===== src/rtl/reset_sequencer_pkg.sv =====
// Shared types and sizing helpers for the reset sequencer.
package reset_sequencer_pkg;

    localparam int DEF_NUM_STAGES  = 4;
    localparam int DEF_HOLD_CYCLES = 16;
    localparam int DEF_STAGE_GAP   = 4;
    localparam int DEF_ACK_TIMEOUT = 64;

    typedef enum logic [1:0] {
        HOLD     = 2'd0,
        WAIT_ACK = 2'd1,
        GAP      = 2'd2,
        IDLE     = 2'd3
    } seq_state_t;

    // One extra bit over the largest terminal value so the shared counter never wraps.
    function automatic int cnt_width(input int hold, input int gap, input int tmo);
        int m;
        m = hold;
        if (gap > m) m = gap;
        if (tmo > m) m = tmo;
        return $clog2(m) + 1;
    endfunction

endpackage


===== src/rtl/reset_sequencer_if.sv =====
// Request/acknowledge and status bundle between the sequencer and the reset domains it drives.
interface reset_sequencer_if
    import reset_sequencer_pkg::*;
#(
    parameter int NUM_STAGES = DEF_NUM_STAGES
);
    localparam int IDX_W = (NUM_STAGES > 1) ? $clog2(NUM_STAGES) : 1;

    logic                  rst_req;
    logic [NUM_STAGES-1:0] stage_ack;
    logic [NUM_STAGES-1:0] stage_rst;
    logic                  all_ready;
    logic                  busy;
    logic                  err_timeout;
    logic [IDX_W-1:0]      err_stage;

    modport master (
        input  rst_req,
        input  stage_ack,
        output stage_rst,
        output all_ready,
        output busy,
        output err_timeout,
        output err_stage
    );

    modport slave (
        output rst_req,
        output stage_ack,
        input  stage_rst,
        input  all_ready,
        input  busy,
        input  err_timeout,
        input  err_stage
    );

endinterface


===== src/rtl/reset_sequencer_timer.sv =====
// Clearable up-counter that stops at a supplied terminal value and flags when it is there.
module rst_seq_timer #(
    parameter int CNT_W = 8
) (
    input  logic             clk,
    input  logic             clr,
    input  logic [CNT_W-1:0] term,
    output logic             done
);

    logic [CNT_W-1:0] cnt;

    assign done = (cnt == term);

    always_ff @(posedge clk) begin
        if (clr) begin
            cnt <= '0;
        end else if (!done) begin
            cnt <= cnt + 1'b1;
        end
    end

endmodule


===== src/rtl/reset_sequencer.sv =====
// Stretches reset requests to a minimum width, then releases reset domains in index order with ack handshakes.
module reset_sequencer
    import reset_sequencer_pkg::*;
#(
    parameter int NUM_STAGES  = DEF_NUM_STAGES,
    parameter int HOLD_CYCLES = DEF_HOLD_CYCLES,
    parameter int STAGE_GAP   = DEF_STAGE_GAP,
    parameter int ACK_TIMEOUT = DEF_ACK_TIMEOUT
) (
    input  logic              clk,
    input  logic              srst,
    reset_sequencer_if.master bus
);

    localparam int IDX_W = (NUM_STAGES > 1) ? $clog2(NUM_STAGES) : 1;
    localparam int CNT_W = cnt_width(HOLD_CYCLES, STAGE_GAP, ACK_TIMEOUT);
    localparam logic [IDX_W-1:0] LAST_IDX = IDX_W'(NUM_STAGES - 1);

    seq_state_t            state;
    logic [IDX_W-1:0]      idx;
    logic [IDX_W-1:0]      idx_nxt;
    logic [NUM_STAGES-1:0] stage_rst;
    logic                  all_ready;
    logic                  busy;
    logic                  err_timeout;
    logic [IDX_W-1:0]      err_stage;

    logic                  restart;
    logic                  ack_cur;
    logic                  done;
    logic                  clr;
    logic [CNT_W-1:0]      term;

    assign restart = srst || bus.rst_req;
    assign ack_cur = bus.stage_ack[idx];
    assign idx_nxt = idx + 1'b1;

    always_comb begin
        term = '0;
        case (state)
            HOLD:     term = CNT_W'(HOLD_CYCLES - 1);
            WAIT_ACK: term = CNT_W'(ACK_TIMEOUT - 1);
            GAP:      term = CNT_W'(STAGE_GAP - 1);
            default:  term = '0;
        endcase
    end

    // Counter restarts on every state change; IDLE keeps it parked at zero.
    assign clr = restart || done || (state == WAIT_ACK && ack_cur) || (state == IDLE);

    rst_seq_timer #(
        .CNT_W(CNT_W)
    ) u_timer (
        .clk  (clk),
        .clr  (clr),
        .term (term),
        .done (done)
    );

    always_ff @(posedge clk) begin
        if (restart) begin
            state       <= HOLD;
            idx         <= '0;
            stage_rst   <= '1;
            all_ready   <= 1'b0;
            busy        <= 1'b1;
            err_timeout <= 1'b0;
            err_stage   <= '0;
        end else begin
            case (state)
                HOLD: begin
                    if (done) begin
                        stage_rst[0] <= 1'b0;
                        state        <= WAIT_ACK;
                    end
                end
                WAIT_ACK: begin
                    if (ack_cur || done) begin
                        // An ack on the terminal edge wins over the timeout.
                        if (!ack_cur) begin
                            err_timeout <= 1'b1;
                            if (!err_timeout) begin
                                err_stage <= idx;
                            end
                        end
                        if (idx == LAST_IDX) begin
                            state     <= IDLE;
                            all_ready <= 1'b1;
                            busy      <= 1'b0;
                        end else begin
                            state <= GAP;
                        end
                    end
                end
                GAP: begin
                    if (done) begin
                        idx                <= idx_nxt;
                        stage_rst[idx_nxt] <= 1'b0;
                        state              <= WAIT_ACK;
                    end
                end
                IDLE: begin
                end
                default: state <= HOLD;
            endcase
        end
    end

    assign bus.stage_rst   = stage_rst;
    assign bus.all_ready   = all_ready;
    assign bus.busy        = busy;
    assign bus.err_timeout = err_timeout;
    assign bus.err_stage   = err_stage;

endmodule


===== src/flat_wrapper.sv =====
// flat-port wrapper written by rule: the top's interface ports become plain ports
module reset_sequencer_flat import reset_sequencer_pkg::*;
#(
    parameter int NUM_STAGES  = DEF_NUM_STAGES,
    parameter int HOLD_CYCLES = DEF_HOLD_CYCLES,
    parameter int STAGE_GAP   = DEF_STAGE_GAP,
    parameter int ACK_TIMEOUT = DEF_ACK_TIMEOUT
)
  (clk, srst, bus_rst_req, bus_stage_ack, bus_stage_rst, bus_all_ready, bus_busy, bus_err_timeout, bus_err_stage);
  reset_sequencer_if #(.NUM_STAGES(NUM_STAGES)) bus_i ();
  input  logic clk;
  input  logic srst;
  input wire logic [$bits(bus_i.rst_req)-1:0] bus_rst_req;
  input wire logic [$bits(bus_i.stage_ack)-1:0] bus_stage_ack;
  output wire logic [$bits(bus_i.stage_rst)-1:0] bus_stage_rst;
  output wire logic [$bits(bus_i.all_ready)-1:0] bus_all_ready;
  output wire logic [$bits(bus_i.busy)-1:0] bus_busy;
  output wire logic [$bits(bus_i.err_timeout)-1:0] bus_err_timeout;
  output wire logic [$bits(bus_i.err_stage)-1:0] bus_err_stage;
  assign bus_i.rst_req = bus_rst_req;
  assign bus_i.stage_ack = bus_stage_ack;
  assign bus_stage_rst = bus_i.stage_rst;
  assign bus_all_ready = bus_i.all_ready;
  assign bus_busy = bus_i.busy;
  assign bus_err_timeout = bus_i.err_timeout;
  assign bus_err_stage = bus_i.err_stage;
  reset_sequencer #(.NUM_STAGES(NUM_STAGES), .HOLD_CYCLES(HOLD_CYCLES), .STAGE_GAP(STAGE_GAP), .ACK_TIMEOUT(ACK_TIMEOUT)) u_core (.clk(clk), .srst(srst), .bus(bus_i));
endmodule

===== config.mk =====
export PLATFORM = sky130hd
export DESIGN_NAME = reset_sequencer_flat
export DESIGN_NICKNAME = d
export VERILOG_FILES = /design/src/rtl/reset_sequencer_pkg.sv /design/src/rtl/reset_sequencer_if.sv /design/src/rtl/reset_sequencer_timer.sv /design/src/rtl/reset_sequencer.sv /design/src/flat_wrapper.sv
export SDC_FILE = /design/constraint.sdc
export NUM_CORES = 1
export LEC_CHECK = 0
export ABC_AREA = 1
export BUFFER_PORTS_ARGS = -buffer_cell sky130_fd_sc_hd__buf_2
export CAP_MARGIN = 20
export CORE_MARGIN = 2
export CORE_UTILIZATION = 54
export DETAILED_ROUTE_END_ITERATION = 10
export GPL_TIMING_DRIVEN = 0
export PLACE_DENSITY = 0.83
export SLEW_MARGIN = 20
export SYNTH_ARGS = -nofsm -noshare
export SYNTH_HDL_FRONTEND = slang
export SYNTH_SLANG_ARGS = --single-unit
export TNS_END_PERCENT = 5

===== constraint.sdc =====
create_clock -name clk -period 1.62 [get_ports clk]
set_clock_uncertainty 0.05 [all_clocks]
set_input_delay 0.081 -clock clk [delete_from_list [all_inputs] [get_ports clk]]
set_output_delay 0.081 -clock clk [all_outputs]
set_load 0.01 [all_outputs]

==> run metrics <==
Vert. Die Dim 47.1 um; fin area 0.00115 sq mm; Final Slew Violations 0; DR DRC count 0; Post-Route WL 1980 um; vias in the first global route 854; Critical Path Start Type flip-flop; dpl hpwl 1450 um; Crit path buffers/inverters 1; initial antenna violation count 0; drt pass-1 iters 4; Nets 174; CTS clk-pin slew, worst paths 100 ps; GR Util All Layers 21.7%; outcome finished clean; maximum clock frequency 654 MHz; CTS H-tree lvls 1; Cell Pwr Density 704 mW/mm^2; gr ovfl total 0; Post-Syn Instances 141; Final period util 94.4%; synth warn 0; # Post-CTS Setup Buffers 0; Crit-path slowest cell dfxtp_4; Tmin final 1530 ps; worst path arrival time 1660 ps; library cells used by synthesis 18; PortBufs 15; worst hold stages 3; number of placed I/O pins 16; Crit path required time 1750 ps; slowest stage delay, CP 380 ps; DP Area 0.00111 sq mm; first-pass GRT wire length 3370 um; Levels on crit path 9; CTS Root Cell clkbuf_4; clock buffer depth 2; syn avg cell area 7.10 sq um; worst slew pin tran 680 ps; Fin. Hold Viols 0; Seq/Total Area, Yosys 40.0%; syn_nets 154; maximum vdd drop 0.508 mV; critical path peak fanout 6; Die Wd 47.1 um; Detail Route Antenna Nets 0; final non-filler cell total 185; FP Rows 15; Sink Count 20; maxcap violations 0; largest net degree at the start of global routing 12; crit-path cells inv_2 -> nor2_4 -> nand2_1 -> nand2_1 -> nand2_1 -> nor2_4 -> nand2_1 -> o21ai_0 -> nand2_1; Die Footprint 0.00221 sq mm; layout cell share with drive strength beyond 1 19.4%; Cell Area, Synth 0.00100 sq mm; Skew-Pair Late Insertion Delay 300 ps; Via density 4.81; Final Setup Violations 0; critical path type flip-flop to flip-flop; CTS tree done; routed vias 889; leakage 0.512 nW; Core Region 0.00173 sq mm; Area Growth Syn to Fin 14.9%; unrepaired setup endpoints after global routing true; #FFs+latches synth 20; crit-path most repeated cell nand2_1; WL/cell 10.7 um; Final Util 66.6%; Diodes inserted 0; dpl cells 181; Tot Pwr 0.810 mW; HP Class input pin to flip-flop; DR iter-0 viols 14; crit path capture type flip-flop; routability cong. 0.800; Initial Util 58.0%; setup_tns 0 ps; R2R depth 9; total CTS buffers 3; Max-slew headroom 54.5%; CP top delay family simple AND/OR/NAND/NOR gates
==> power by group <==
part	internal (mW)	switching (mW)
sequential	0.492	0.00334
clock	0.137	0.148
combinational	0.0114	0.0178
total	0.641	0.169
==> layout make-up <==
class | count | area [sq um]
Fill cell | 163 | 577
Buffer | 1 | 11.3
Clock buffer | 4 | 36.3
Multi-Input combinational cell | 101 | 518
Timing Repair Buffer | 15 | 75.1
Inverter | 19 | 71.3
Sequential cell | 20 | 407
Tap cell | 25 | 31.3
==> flip-flops by register name, indices dropped and copies added, names as in the netlist <==
signal and cells:
u_core.u_timer.cnt 7, u_core.bus.all_ready 1, u_core.bus.err_timeout 1, u_core.idx 2, u_core.bus.busy 1, u_core.state 2
u_core.bus.err_stage 2, u_core.bus.stage_rst 4
==> synth_stat cells, drive strengths merged <==
| cell | count | area [sq um] |
|---|---|---|
| nor3 | 3 | 20.0 |
| inv | 19 | 71.3 |
| nand3b | 1 | 7.51 |
| o21ai | 5 | 25.0 |
| nor2 | 23 | 101 |
| buf | 1 | 11.3 |
| nand2 | 41 | 156 |
| nand4 | 2 | 25.0 |
| dfxtp | 20 | 400 |
| xnor2 | 2 | 17.5 |
| ha | 6 | 75.1 |
| nand3 | 10 | 50.1 |
| a21oi | 8 | 40.0 |
==> worst reg2reg max path, cell delays in order, from the launching register on <==
cell,delay (ps)
dfxtp_4,380
inv_2,50
nor2_4,160
nand2_1,70
nand2_1,60
nand2_1,80
nor2_4,150
nand2_1,140
o21ai_0,210
nand2_1,60
==> metrics by stage <==
step | hold WS, ps | setup slack [ps]
6_report | 69.4 | 90.4
5_1_grt | 78.9 | -31.4
4_1_cts | 66.2 | 40.2
3_5_place_dp | 384 | 63.8
3_3_place_gp | 378 | 73.8
2_1_floorplan | 232 | 227
==> path summary, 6_finish.rpt <==
kind	slack, ps	to	start
setup / recovery	90	u_core.bus.stage_rst[3]$_SDFFE_PP1P_	u_core.state[0]$_SDFFE_PP0P_
hold / removal	70	u_core.bus.stage_rst[2]$_SDFFE_PP1P_	srst
setup reg to reg	90	u_core.bus.stage_rst[3]$_SDFFE_PP1P_	u_core.state[0]$_SDFFE_PP0P_
hold reg to reg	410	u_core.bus.busy$_SDFFE_PP1P_	u_core.bus.busy$_SDFFE_PP1P_
==> routing by layer <==
layer	up-vias	GRT usage, %	share of wire [%]
met1	392	25.0	46
met5	-	0	0
li1	477	-	-
met4	0	8.89	1.8
met3	4	7.31	4.1
met2	16	37.0	48
==> cell usage in the layout, fill, tap and decap left out, drive strengths merged <==
cell	n
inv	19
xnor2	2
buf	16
nand3	10
nand2	41
clkbuf	4
dfxtp	20
nor2	23
ha	6
a21oi	8
o21ai	5
nand3b	1
nor3	3
nand4	2
==> repair_timing <==
item	in CTS	in global routing
resized for setup	0	5
setup endpoints to repair	0	17
hold buffers	0	0
==> kinds of logic after synthesis <==
kind of cell	share of synthesized area (%)
AOI/OAI and AO/OA	6.50
buffers and inverters	8.25
adders and majority gates	7.50
and+or+nand+nor	36.0
xor gates and xnor gates	1.75
DFF	40.0
Power figures use the tool's default switching activity.
